<file path="config.mk">
export PLATFORM = sky130hd
export DESIGN_NAME = instr_encoder
export DESIGN_NICKNAME = d
export VERILOG_FILES = /design/src/rtl/instr_encoder.sv
export SDC_FILE = /design/constraint.sdc
export NUM_CORES = 1
export LEC_CHECK = 0
export ABC_CLOCK_PERIOD_IN_PS = 2640
export BUFFER_PORTS_ARGS = -buffer_cell sky130_fd_sc_hd__clkbuf_2
export CORE_MARGIN = 5
export CORE_UTILIZATION = 30
export CTS_CLUSTER_SIZE = 8
export DETAILED_ROUTE_END_ITERATION = 8
export PLACE_DENSITY = 0.56
export RECOVER_POWER = 100
export SYNTH_ARGS = -nofsm -noshare
export SYNTH_HDL_FRONTEND = slang
export SYNTH_SLANG_ARGS = --single-unit
</file>
<file path="constraint.sdc">
create_clock -name clock -period 2.64 [get_ports clock]
set_input_delay 0 -clock clock [delete_from_list [all_inputs] [get_ports clock]]
set_output_delay 0 -clock clock [all_outputs]
set_load 0.005 [all_outputs]
</file>
<file path="src/rtl/instr_encoder.sv">
// instr_encoder: packs RV32I instruction fields into 32-bit words and streams
// them, with byte addresses, into a small output FIFO for instruction-memory
// preload. Illegal field sets are consumed but dropped and counted.
//
// Ports:
//   clock, reset           rising-edge clock, synchronous active-high reset
//   in_valid/in_ready      field-set handshake (in_ready is combinational)
//   in_kind, in_funct3,    instruction kind (0 reg,1 imm,2 jal,3 jalr,
//   in_sub, in_rd, in_rs1,   4 branch,5 load,6 store,7 illegal) and fields
//   in_rs2, in_imm
//   out_valid/out_ready    FIFO head handshake
//   out_data, out_addr     head word and its byte address
//   err_flag, err_count    sticky reject flag, saturating reject count
//   flush, pad_busy        NOP padding request / padding in progress
//
// Optional feature: define ENC_NOP_PAD_EN to enable NOP padding to a
// PAD_WORDS-aligned block on flush. Without it flush is ignored and
// pad_busy is tied low.
module instr_encoder #(
    parameter int                DEPTH     = 4,
    parameter int                ADDR_W    = 32,
    parameter logic [ADDR_W-1:0] BASE_ADDR = '0,
    parameter int                PAD_WORDS = 4
) (
    input  logic              clock,
    input  logic              reset,
    input  logic              in_valid,
    output logic              in_ready,
    input  logic [2:0]        in_kind,
    input  logic [2:0]        in_funct3,
    input  logic              in_sub,
    input  logic [4:0]        in_rd,
    input  logic [4:0]        in_rs1,
    input  logic [4:0]        in_rs2,
    input  logic [31:0]       in_imm,
    output logic              out_valid,
    input  logic              out_ready,
    output logic [31:0]       out_data,
    output logic [ADDR_W-1:0] out_addr,
    output logic              err_flag,
    output logic [7:0]        err_count,
    input  logic              flush,
    output logic              pad_busy
);

    localparam int PTR_W = $clog2(DEPTH);
    localparam logic [PTR_W:0] DEPTH_C = (PTR_W+1)'(DEPTH);
    localparam logic [31:0] NOP_WORD = 32'h0000_0013;

    localparam logic [2:0] K_REG = 3'd0, K_IMM = 3'd1, K_JAL = 3'd2, K_JALR = 3'd3,
                           K_BR  = 3'd4, K_LD  = 3'd5, K_ST  = 3'd6;

    typedef enum logic {RUN, PAD} state_t;

    // Returns {legal, word}. Unused fields of each format are simply not packed.
    function automatic logic [32:0] encode(input logic [2:0] kind, input logic [2:0] f3,
                                           input logic sub, input logic [4:0] rd,
                                           input logic [4:0] rs1, input logic [4:0] rs2,
                                           input logic signed [31:0] imm);
        logic        ok;
        logic [31:0] w;
        logic        i_ok, b_ok, j_ok;
        i_ok = (imm >= -32'sd2048) && (imm <= 32'sd2047);
        b_ok = (imm >= -32'sd4096) && (imm <= 32'sd4094) && !imm[0];
        j_ok = (imm >= -32'sd1048576) && (imm <= 32'sd1048574) && !imm[0];
        ok = 1'b1;
        w  = '0;
        case (kind)
            K_REG:  w = {(sub ? 7'h20 : 7'h00), rs2, rs1, f3, rd, 7'h33};
            K_IMM:  begin ok = i_ok; w = {imm[11:0], rs1, f3, rd, 7'h13}; end
            K_JAL:  begin ok = j_ok;
                          w = {imm[20], imm[10:1], imm[11], imm[19:12], rd, 7'h6F}; end
            K_JALR: begin ok = i_ok; w = {imm[11:0], rs1, 3'b000, rd, 7'h67}; end
            K_BR:   begin
                ok = b_ok && (f3 == 3'd0 || f3 == 3'd1 || f3 == 3'd4 || f3 == 3'd5);
                w  = {imm[12], imm[10:5], rs2, rs1, f3, imm[4:1], imm[11], 7'h63};
            end
            K_LD:   begin ok = i_ok && (f3 <= 3'd2); w = {imm[11:0], rs1, f3, rd, 7'h03}; end
            K_ST:   begin ok = i_ok && (f3 <= 3'd2);
                          w = {imm[11:5], rs2, rs1, f3, imm[4:0], 7'h23}; end
            default: ok = 1'b0;
        endcase
        return {ok, w};
    endfunction

    function automatic logic [7:0] sat_inc(input logic [7:0] v);
        return (v == 8'hFF) ? v : v + 8'd1;
    endfunction

    logic [31:0]        mem [DEPTH];
    logic [PTR_W-1:0]   wr_ptr, rd_ptr;
    logic [PTR_W:0]     count;
    state_t             state;

    logic signed [31:0] imm_p0;
    logic [32:0]        enc_p0;
    logic               enc_ok_p0;
    logic [31:0]        enc_word_p0;
    logic               accept, push, pop, push_nop;
    logic [31:0]        push_word;

    // Stage p0: combinational field packing and legality check
    assign imm_p0      = $signed(in_imm);
    assign enc_p0      = encode(in_kind, in_funct3, in_sub, in_rd, in_rs1, in_rs2, imm_p0);
    assign enc_ok_p0   = enc_p0[32];
    assign enc_word_p0 = enc_p0[31:0];

    assign in_ready  = (count < DEPTH_C) && (state == RUN);
    assign accept    = in_valid && in_ready;
    assign out_valid = (count != '0);
    assign pop       = out_valid && out_ready;
    assign out_data  = out_valid ? mem[rd_ptr] : '0;

`ifdef ENC_NOP_PAD_EN
    localparam int CNT_W = (PAD_WORDS > 1) ? $clog2(PAD_WORDS) : 1;
    logic [CNT_W-1:0] enq_cnt;
    logic             aligned, aligned_next;
    // enq_cnt wraps modulo PAD_WORDS because PAD_WORDS is a power of 2
    assign aligned      = (PAD_WORDS == 1) || (enq_cnt == '0);
    assign aligned_next = (PAD_WORDS == 1) || ((enq_cnt + CNT_W'(1)) == '0);
    assign push_nop     = (state == PAD) && !aligned && (count < DEPTH_C);
    assign pad_busy     = (state == PAD);
`else
    logic unused_flush;
    assign unused_flush = flush;
    assign push_nop     = 1'b0;
    assign pad_busy     = 1'b0;
`endif

    // In PAD in_ready is low, so an accepted word and a NOP never collide
    assign push      = (accept && enc_ok_p0) || push_nop;
    assign push_word = push_nop ? NOP_WORD : enc_word_p0;

    // Stage p1: output FIFO, address counter, error bookkeeping, pad FSM
    always_ff @(posedge clock) begin
        if (push) mem[wr_ptr] <= push_word;
    end

    always_ff @(posedge clock) begin
        if (reset) begin
            wr_ptr    <= '0;
            rd_ptr    <= '0;
            count     <= '0;
            out_addr  <= BASE_ADDR;
            err_flag  <= 1'b0;
            err_count <= '0;
            state     <= RUN;
`ifdef ENC_NOP_PAD_EN
            enq_cnt   <= '0;
`endif
        end else begin
            if (push) wr_ptr <= wr_ptr + PTR_W'(1);
            if (pop) begin
                rd_ptr   <= rd_ptr + PTR_W'(1);
                out_addr <= out_addr + ADDR_W'(4);
            end
            if (push && !pop)      count <= count + (PTR_W+1)'(1);
            else if (!push && pop) count <= count - (PTR_W+1)'(1);
            if (accept && !enc_ok_p0) begin
                err_flag  <= 1'b1;
                err_count <= sat_inc(err_count);
            end
`ifdef ENC_NOP_PAD_EN
            if (push) enq_cnt <= enq_cnt + CNT_W'(1);
            case (state)
                RUN: if (flush) state <= PAD;
                PAD: begin
                    // Leave as soon as the block is aligned, including on the
                    // cycle the final NOP is written
                    if (aligned || (push_nop && aligned_next)) state <= RUN;
                end
                default: state <= RUN;
            endcase
`else
            state <= RUN;
`endif
        end
    end

endmodule

</file>
# Yosys cells after proc, flatten, opt, wreduce, memory -nomap -nowiden
# Memory sizes are Yosys's and may differ from the RTL's. A register that Yosys moved wholly into a read port is not among the register bits.
# Index checks and enable logic that the tools add are counted.
[totals]
in_bits = 59
mem_bits_rw = 128
reg_bits = 48
wordCells = 69
output_inout_bits = 76
n_memories = 1
[classes]
add_sub_neg = 6
n_mux = 10
n_reduce_logical = 27
n_eq_ne = 10
order_cmp = 8
bitwise = 1
[memory_table]
columns = ["name", "words", "width", "rd", "rd_clocked_by_memory_dff", "wr", "line_no", "rtl"]
rows = [
  ["mem", 4, 32, 1, 1, 1, "90", "logic [31:0] mem [DEPTH];"],
]
[ops]
columns = ["op", "count"]
rows = [
  ["32-bit one-hot mux with 7 select lines", 1],
  ["32-bit by 3-bit adder with 32-bit output (second input constant)", 1],
  ["32-bit by 12-bit greater-or-equal comparator with 1-bit output (second input constant)", 1],
  ["32-bit by 13-bit greater-or-equal comparator with 1-bit output (second input constant)", 1],
  ["32-bit by 21-bit greater-or-equal comparator with 1-bit output (second input constant)", 1],
  ["32-bit by 12-bit <= comparator with 1-bit output (second input constant)", 1],
  ["32-bit by 13-bit <= comparator with 1-bit output (second input constant)", 1],
  ["32-bit by 21-bit <= comparator with 1-bit output (second input constant)", 1],
  ["32-bit 2-to-1 mux", 1],
  ["3-bit equality test (second input constant)", 5],
  ["1-bit logical AND", 13],
  ["8-bit by 1-bit adder with 8-bit output (second input constant)", 1],
  ["8-bit equality test (second input constant)", 1],
  ["3-bit by 1-bit equality test with 1-bit output (second input constant)", 2],
  ["3-bit by 2-bit equality test with 1-bit output (second input constant)", 2],
  ["3-bit zero test", 2],
  ["3-bit 2-to-1 mux", 2],
  ["6-bit 2-to-1 mux", 1],
  ["1-bit one-hot mux with 5 select lines", 1],
  ["2-bit by 1-bit adder with 2-bit output (second input constant)", 2],
  ["1-bit zero test", 4],
  ["2-bit 2-to-1 mux", 2],
  ["2-bit OR reduction", 2],
  ["3-bit by 1-bit adder with 3-bit output (second input constant)", 1],
  ["9 further kinds", 12],
]

# Longest topological paths before layout
# Gate-level depths: netlist of run 1.
[logic_depth]
ltp_word = 11
ltp_mapped = 12

# Worst setup path before layout of run 1
# OpenSTA, ideal clock, no wires.
[synth_timing]
kind = "reg2reg"
start = "reg count[0]"
end = "reg count[2]"
arrival_ns = 2.310
synth_period_minus_slack_ns = 2.380
n_path_buf = 1
stages_incl_launch_ff = 11
t_required_ns = 2.570
setup_ns = 0.070
path_slack_ns = 0.260
path_cell_list = "dfxtp_1 > or3_1 > and2_1 > clkbuf_1 > inv_1 > ha_1 > inv_1 > fa_1 > xor2_1 > or3_1 > a21oi_1"
[synth_between]
elab_chain_cells = 6
[synth_rtl]
columns = ["item", "line_no", "rtl"]
rows = [
  ["from (decl)", "92", "logic [PTR_W:0] count;"],
  ["from (signal assigned)", "157", "if (push && !pop) count <= count + (PTR_W+1)'(1);"],
  ["from (signal assigned)", "158", "else if (!push && pop) count <= count - (PTR_W+1)'(1);"],
  ["3-bit < comparator", "108", "assign in_ready = (count < DEPTH_C) && (state == RUN);"],
  ["1-bit logical AND", "109", "assign accept = in_valid && in_ready;"],
  ["1-bit logical AND", "131", "assign push = (accept && enc_ok_p0) || push_nop;"],
  ["1-bit zero test", "158", ""],
  ["1-bit logical AND", "158", ""],
  ["2-bit nonzero test (no source line)", "n/a", ""],
]
# Parallel ways exist; a longest one is shown, timed or not. The select of a mux whose other input is x is not followed.
# A chain may end at the register's enable or synchronous reset.

# Final worst setup path of run 1
# Same ends and word-level chain as after synthesis.

==> impl_results.md, run 1 <==
- Pin count of the biggest net entering global routing: 33
- Worst reg2reg setup slack: roughly 250 ps
- Min Hold Slack: around 26 ps
- Layout cells sized above 1: a little under a quarter
- CTS tree: built
- FFs w/ async S/R, synth: 0%
- Final ANT Viol Nets: 0
- Final GP Congestion: about 0.75
- Critical R2R Launch: count[0]$_SDFFE_PP0P_
- Maxcap violations: 0
- Startpoint Class: flip-flop
- Worst skew pair latency: 430 ps
- First-iteration detailed-routing DRC count: between 200 and 250
- Detailed Routing Iterations Pass 1: 4
- All-layer global routing usage: about an eighth
- Setup slack at placement: 104 ps
- Worst hold path class: in2reg
- Fmax: between 400 and 500 MHz
- Worst hold start: in_valid
- Vias: roughly 5000
- H-tree Lvls: 4
- Synthesized cell area: ~7500 um2
- Status: completed
- Crit path max fanout: 6
- Pins Over Slew Limit: 0
- Initial antenna violation count: 0
- Root buf cell: clkbuf_16
- Drt drc: 0
- Vias in the first global route: just over 5000
- Library cells used by synthesis: 54
- Minimum clock period: between 2000 and 2500 ps
- Final Setup Violations: 0
- Sequential area share after synthesis: slightly above 60%
- Relative slew slack: ~40%
- CP Class: reg2reg
- Final setup TNS: 0 ps
- Final WL: roughly 17000 um
- Reg2reg path depth: 9
- Grt total ovfl: 0
- RSZ-0062 raised after global routing: false
- Yosys warning count: 0
- WL/cell: 16.5 um
- Nets: between 700 and 800
- Int Pwr: around 0.005 W
- Crit-path cells: or3_1, and2_1, inv_1, ha_1, inv_1, fa_1, xor2_1, or3_1, a21oi_1
- Leakage power: 3.21 nW
- VDD IR-drop max: about 0.42 mV
- Worst endpoint required time: ~3000 ps
- Synth Flop Type: edfxtp_1
- Clk buf depth: 2
- P&R area growth vs syn: 22.8%
- Slowest cell on the critical path: or3_1
- CP Data Arrival Time: ~2800 ps
- Post-Syn Area per Cell: 13.4 um2
- Period utilisation layout: 90.4%
- Reg2reg end: count[2]$_SDFFE_PP0P_
- Worst path bufs/invs: 2
- Clock network power share: 34.7%
- Setup Skew: about 11 ps
- Worst-path clk slew: approximately 70 ps
- Area of the core: 25000 um2
- # rows: a little under 60
- Net Switching: 0.00212 W
- DP Wirelength: between 10000 and 15000 um
- EDFF count, synth: approximately 120
- Sequential power share: between 40% and 50%
- Drt via density: about 4.7
- Num CTS Buffers: 17
- Combinational cell fraction of total power: 22.7%
- Worst slew pin tran: between 800 and 900 ps
- Final Hold Violating Endpoints: 0
- Post-synthesis cell count: ~560
- I/O pin count: approximately 140
- Net Sw Frac: between 20% and 30%
- Antenna cells: 0
- Synthesized flop and latch total: roughly 170
- Hold endpoint: err_flag$_SDFFE_PP0P_
- Cell family with most CP delay: simple AND/OR/NAND/NOR gates
- Die height: around 170 um
- Port Buf Inserts: 130
- Power Dens Cells: ~770 nW/um2
- Die Wd: around 170 um
- CTS resizes: 0
- Hold Crit Depth: 4
- Final setup margin: 253 ps
- Die area: about 28000 um2
- Initial core utilization: between 30% and 40%
- CP endpoint kind: flip-flop
- Largest stage delay on the critical path: a little under 400 ps
- Global-route wire length before repair: between 20000 and 30000 um
- Num Clock Sinks: 172
-- per-layer routing --
metal,global-route usage (%),up-vias,wire length (um)
met5,0,-,0
met4,3.28,0,185
met3,3.62,17,911
met2,21.6,117,8620
met1,15.4,2412,7750
li1,-,2393,-
-- Yosys cell counts (3+ instances only) --
cell / instances / area [um2]
mux4_2: 31 / 698
nor4_2: 4 / 50.1
and2_1: 43 / 269
a21o_1: 3 / 22.5
nor2b_1: 4 / 25.0
nand4_1: 14 / 87.6
dfxtp_1: 48 / 961
o21ai_0: 20 / 100
and4_1: 3 / 26.3
nand3_1: 15 / 75.1
a22oi_1: 12 / 90.1
buf_2: 6 / 30.0
clkbuf_1: 16 / 60.1
xor2_1: 24 / 210
inv_1: 18 / 67.6
ha_1: 7 / 87.6
xnor2_1: 9 / 78.8
nor2_1: 55 / 206
mux2i_1: 7 / 70.1
buf_4: 4 / 30.0
edfxtp_1: 124 / 3720
or3_1: 5 / 31.3
a22o_1: 4 / 35.0
a21oi_1: 13 / 65.1
and3_1: 3 / 18.8
nor3_1: 6 / 30.0
buf_1: 3 / 11.3
nand2_1: 31 / 116
o22ai_1: 3 / 18.8
-- how the worst max path moves through the flow --
stage | startpoint | end | slack [ps] | depth (start not counted)
detailed placement | in_imm[18] | count[2]$_SDFFE_PP0P_ | 100 | 12
CTS | count[0]$_SDFFE_PP0P_ | count[2]$_SDFFE_PP0P_ | 230 | 9
floorplan | count[0]$_SDFFE_PP0P_ | count[2]$_SDFFE_PP0P_ | 260 | 10
global placement | in_imm[18] | count[2]$_SDFFE_PP0P_ | 120 | 12
finish | count[0]$_SDFFE_PP0P_ | count[2]$_SDFFE_PP0P_ | 250 | 9
global route | count[0]$_SDFFE_PP0P_ | count[2]$_SDFFE_PP0P_ | 60 | 9
-- registers in the layout, summed over array words and instances, names as in the netlist, named ones only --
register   count
rd_ptr         2
err_flag       1
mem          124
wr_ptr         2
count          3
out_addr      30
err_count      8
-- cells in the final DEF, fill, tap and decap left out, types with 5 or more instances in the layout --
cell	n
mux4_2	31
nor3_1	7
buf_4	5
nor2_1	56
dlygate4sd3_1	13
and2_1	14
mux2i_1	7
clkbuf_16	17
xnor2_1	9
clkbuf_1	52
nand2_1	32
xor2_1	24
o21ai_0	20
a22oi_1	12
and2_0	29
ha_1	7
a21oi_1	13
dfxtp_1	47
clkinv_8	5
nand4_1	14
edfxtp_1	124
or3_1	5
nand3_1	15
clkbuf_2	87
inv_1	19
-- cell families after synthesis --
| group | share of synthesized area [%] |
|---|---|
| AO/OA/AOI/OAI | 6.07 |
| multiplexers | 10.5 |
| adder cells (fa/ha/maj) | 1.43 |
| AND/OR/NAND/NOR | 13.2 |
| flip-flops | 62.0 |
| other | 0.0497 |
| buffers and inverters | 2.88 |
| XOR/XNOR | 3.83 |
-- worst reg2reg max path: cells and delay by family, from the launching register on --
kind                     cells  cell delay, ps
XOR/XNOR                     1             160
AND/OR/NAND/NOR              3             950
flip-flops                   1             350
AO/OA/AOI/OAI                1             140
adder cells (fa/ha/maj)      2             550
buffers and inverters        2             170
-- metrics by stage --
step / utilization [%] / std cells / cell area [um2] / total power, W
3_5_place_dp: 34.8 / 1015 / 8680 / 0.00481
3_3_place_gp: 34.8 / 1015 / 8680 / 0.00479
5_1_grt: 37.1 / 1060 / 9270 / 0.00751
4_1_cts: 37.7 / 1060 / 9420 / 0.00732
2_1_floorplan: - / 566 / 7560 / 0.00407
6_report: 37.1 / 1060 / 9270 / 0.00710
-- repair_timing --
item,in CTS,in global routing
hold buffers,13,0
buffers inserted,0,0
endpoints found under the hold margin,40,0
-- power groups by stage --
stage          clock network (W)  registers, W  logic [W]
6_report                 0.00247       0.00303    0.00161
5_1_grt                  0.00266       0.00304    0.00182
4_1_cts                  0.00254       0.00303    0.00174
3_5_place_dp                   0       0.00309    0.00172
3_3_place_gp                   0       0.00309    0.00170
2_1_floorplan                  0       0.00308   0.000991
-- layout make-up --
| cell class | instances | area (um2) |
|---|---|---|
| clock inverter | 15 | 175 |
| tap | 330 | 413 |
| inverter | 20 | 75.1 |
| fill | 2480 | 15700 |
| sequential | 172 | 4690 |
| clock buffer | 17 | 425 |
| timing repair buffer | 162 | 848 |
| multi-input combinational | 344 | 2650 |
No activity file was read; power rests on OpenSTA's default activity.
==> inputs of run 2 (changes only) <==
Settings changed: ABC_AREA set to 1, ABC_CLOCK_PERIOD_IN_PS 2640 to 3100, GPL_ROUTABILITY_DRIVEN set to 0.
Clock period 2.64 ns to 3.1 ns, I/O delays scaled along.
==> impl_results.md, run 2 <==
- Status: completed
- Cell family with most CP delay: buffers and inverters
- Worst skew pair latency: 440 ps (about the same)
- I/O pin count: 135 (unchanged)
- Top-count cell post-synth: nor2_1
- Global-route wire length before repair: 34500 um (+24%)
- Final setup TNS: 0 ps (unchanged)
- Synthesized flop and latch total: 172 (unchanged)
- Drt drc: 0 (unchanged)
- Synthesized cell area: 8140 um2 (+7.9%)
- Biggest regs: mem: 124 flops, out_addr: 30 flops, err_count: 8 flops
- Slowest cell on the critical path: clkbuf_2
- Area of the core: 26900 um2 (+7.7%)
- Maxcap violations: 0 (unchanged)
- Detailed Routing Iterations Pass 1: 5 (+1)
- P&R area growth vs syn: 21.1%
- WL/cell: 15.7 um (-4.6%)
- Sequential area share after synthesis: 57.5% (-4.5 points)
- GR Layer Usage met1: 19.5% (+4.1 points)
- Post-Syn Area per Cell: 8.77 um2 (-35%)
- Grt total ovfl: 0 (unchanged)
- CP endpoint kind: flip-flop
- Worst reg2reg setup slack: 390 ps (+140 ps)
- Final Setup Violations: 0 (unchanged)
- Min Hold Slack: 24.5 ps (-1.49 ps)
- Post-synth top area share: 45.7% (-3.6 points)
- Final ANT Viol Nets: 0 (unchanged)
- Die height: 175 um (+3.6%)
- Initial core utilization: 30.3% (+0.060 points)
- Initial antenna violation count: 5 (+5)
- Most frequent cells in the layout: nor2_1, nand2_1, edfxtp_1
- Final Hold Violating Endpoints: 0 (unchanged)
- Final WL: 22500 um (+29%)
- Num CTS Buffers: 17 (unchanged)
- CP Class: in2reg
- Pin count of the biggest net entering global routing: 63 (+91%)
- H-tree Lvls: 4 (unchanged)
- Met3 global-route usage: 4.78% (+1.2 points)
- Ranking of synthesized cells by area: edfxtp_1, dfxtp_1, nor2_1
- First-iteration detailed-routing DRC count: 430 (+110%)
- Leakage power: 3.78 nW (+18%)
- FFs w/ async S/R, synth: 0% (unchanged)
- RSZ-0062 raised after global routing: false
- Area leader, netlist: edfxtp_1
- Filler cell count: 2783 (+12%)
- Worst path bufs/invs: 5 (+3)
- Max reg flops: 124 (unchanged)
- CP Data Arrival Time: 2800 ps (+50 ps)
- Startpoint Class: input pin
- Die Wd: 175 um (+3.6%)
- Fmax: ~360 MHz
- Yosys warning count: 0 (unchanged)
- Die area: 30500 um2 (+7.4%)
- Power Dens Cells: 635 nW/um2 (-17%)
- Synth Flop Type: edfxtp_1
- Commonest non-fill, non-tap cell in the layout: nor2_1
- All-layer global routing usage: 14.6% (+2.1 points)
- VDD IR-drop max: 0.306 mV (-27%)
- Period utilisation layout: just under 90%
- Relative slew slack: 30.9% (-9.2 points)
- Post-synthesis cell count: 929 (+65%)
- DP Wirelength: 15600 um (+34%)
- Grt met2 use: 23.2% (+1.6 points)
- CTS tree: built
- Setup repair bufs after CTS: 0 (unchanged)
- Vias in the first global route: 6299 (+23%)
- Worst hold path class: in2reg
- Port Buf Inserts: 130 (unchanged)
- Setup Skew: 8.74 ps (-2.49 ps)
- Num Clock Sinks: 172 (unchanged)
- Layout cells sized above 1: 13.4% (-10 points)
- Vias: 6675 (+35%)
- Largest Register: mem
- Library cells used by synthesis: 39 (-28%)
- Pins Over Slew Limit: 0 (unchanged)
- Clk buf depth: 2 (unchanged)
- Worst endpoint required time: 3150 ps (+150 ps)
- Crit-path cells: dlygate4sd3_1, clkbuf_2, nor2_4, inv_2, nor2_4, inv_2, a21oi_1, nand2_1, nand2_2, nand2_2, nand2_1, nand2_4, nor2_1, clkbuf_2
- Root buf cell: clkbuf_16
- Antenna cells: 0 (unchanged)
- Worst slew pin tran: 1040 ps (+138 ps)
- GRT busiest layer: met2
- # rows: 60 (+3.4%)
- Synth cell count leaders: nor2_1, nand2_1, edfxtp_1
- EDFF count, synth: 124 (unchanged)
- Largest stage delay on the critical path: 770 ps (+380 ps)
- Crit path max fanout: 31 (+25)
- Drt via density: 4.66 (about the same)
- Nets: 1146 (+46%)
- Minimum clock period: between 2000 and 3000 ps
- Worst-path clk slew: 80 ps (about the same)
[run 2: cell types whose count changed in the layout (fill, tap and decap cells not counted), moves of 13 or more]
cell | previous run | this run
nor2_1 | 56 | 216
nand2_1 | 32 | 136
inv_1 | 19 | 100
o21ai_0 | 20 | 90
a21oi_1 | 13 | 68
mux4_2 | 31 | 0
and2_0 | 29 | 0
and2_1 | 14 | 0
xor2_1 | 24 | 11
[run 2: kinds of logic after synthesis]
family                   Yosys count  synth area share [%]
other                              1                0.0460
AO/OA/AOI/OAI                    173                  11.1
XOR/XNOR                          17                  1.83
AND/OR/NAND/NOR                  420                  21.6
adder cells (fa/ha/maj)            8                  1.32
flip-flops                       172                  57.5
buffers and inverters            138                  6.56
[run 2: metrics by stage]
stage	std cells	cell area (um2)	power, W	setup slack (ps)	util [%]
5_1_grt	1433	9860	0.00661	49.1	36.7
4_1_cts	1433	9980	0.00642	366	37.2
3_3_place_gp	1384	9220	0.00427	495	34.3
6_report	1433	9860	0.00626	350	36.7
3_5_place_dp	1384	9220	0.00428	486	34.3
2_1_floorplan	931	8150	0.00353	364	-
[run 2: layout make-up]
cell class	count	area (um2)	area share, %
Clock buffer	18	429	4.35
Clock inverter	14	170	1.73
Inverter	106	398	4.04
Multi-Input combinational cell	621	2900	29.4
Sequential cell	172	4690	47.5
Tap cell	341	427	4.33
Timing Repair Buffer	161	848	8.60
[run 2: layer usage]
layer / routed length [um] / part of all wire (%)
met5: 65 / 0.29
met4: 223 / 0.99
met3: 1810 / 8.0
met2: 10400 / 46
met1: 10100 / 45
[run 2: worst paths after layout]
check / startpoint / end / cells after the start
max reg2reg: count[0]$_SDFFE_PP0P_ / out_addr[25]$_SDFFE_PP0P_ / 13
max: in_kind[2] / mem[1][31]$_DFFE_PP_ / 14
min: in_rs2[2] / mem[2][22]$_DFFE_PP_ / 3
min reg2reg: err_flag$_SDFFE_PP0P_ / err_flag$_SDFFE_PP0P_ / 2
[run 2: repair_timing]
action                    in CTS  in global routing
hold endpoints to repair      65                  0
gates resized for setup        0                  0
hold buffers                  17                  0
[run 2: power by group]
part,internal [W],total (W),switching (W)
Combinational,0.000493,0.00154,0.00105
Sequential,0.00255,0.00261,0.0000570
Clock,0.00109,0.00211,0.00102
Total,0.00414,0.00626,0.00213
[run 2: worst min-delay path, cell delays in order]
cell      delay [ps]
clkbuf_2          90
nand2_1           40
o21ai_0          170
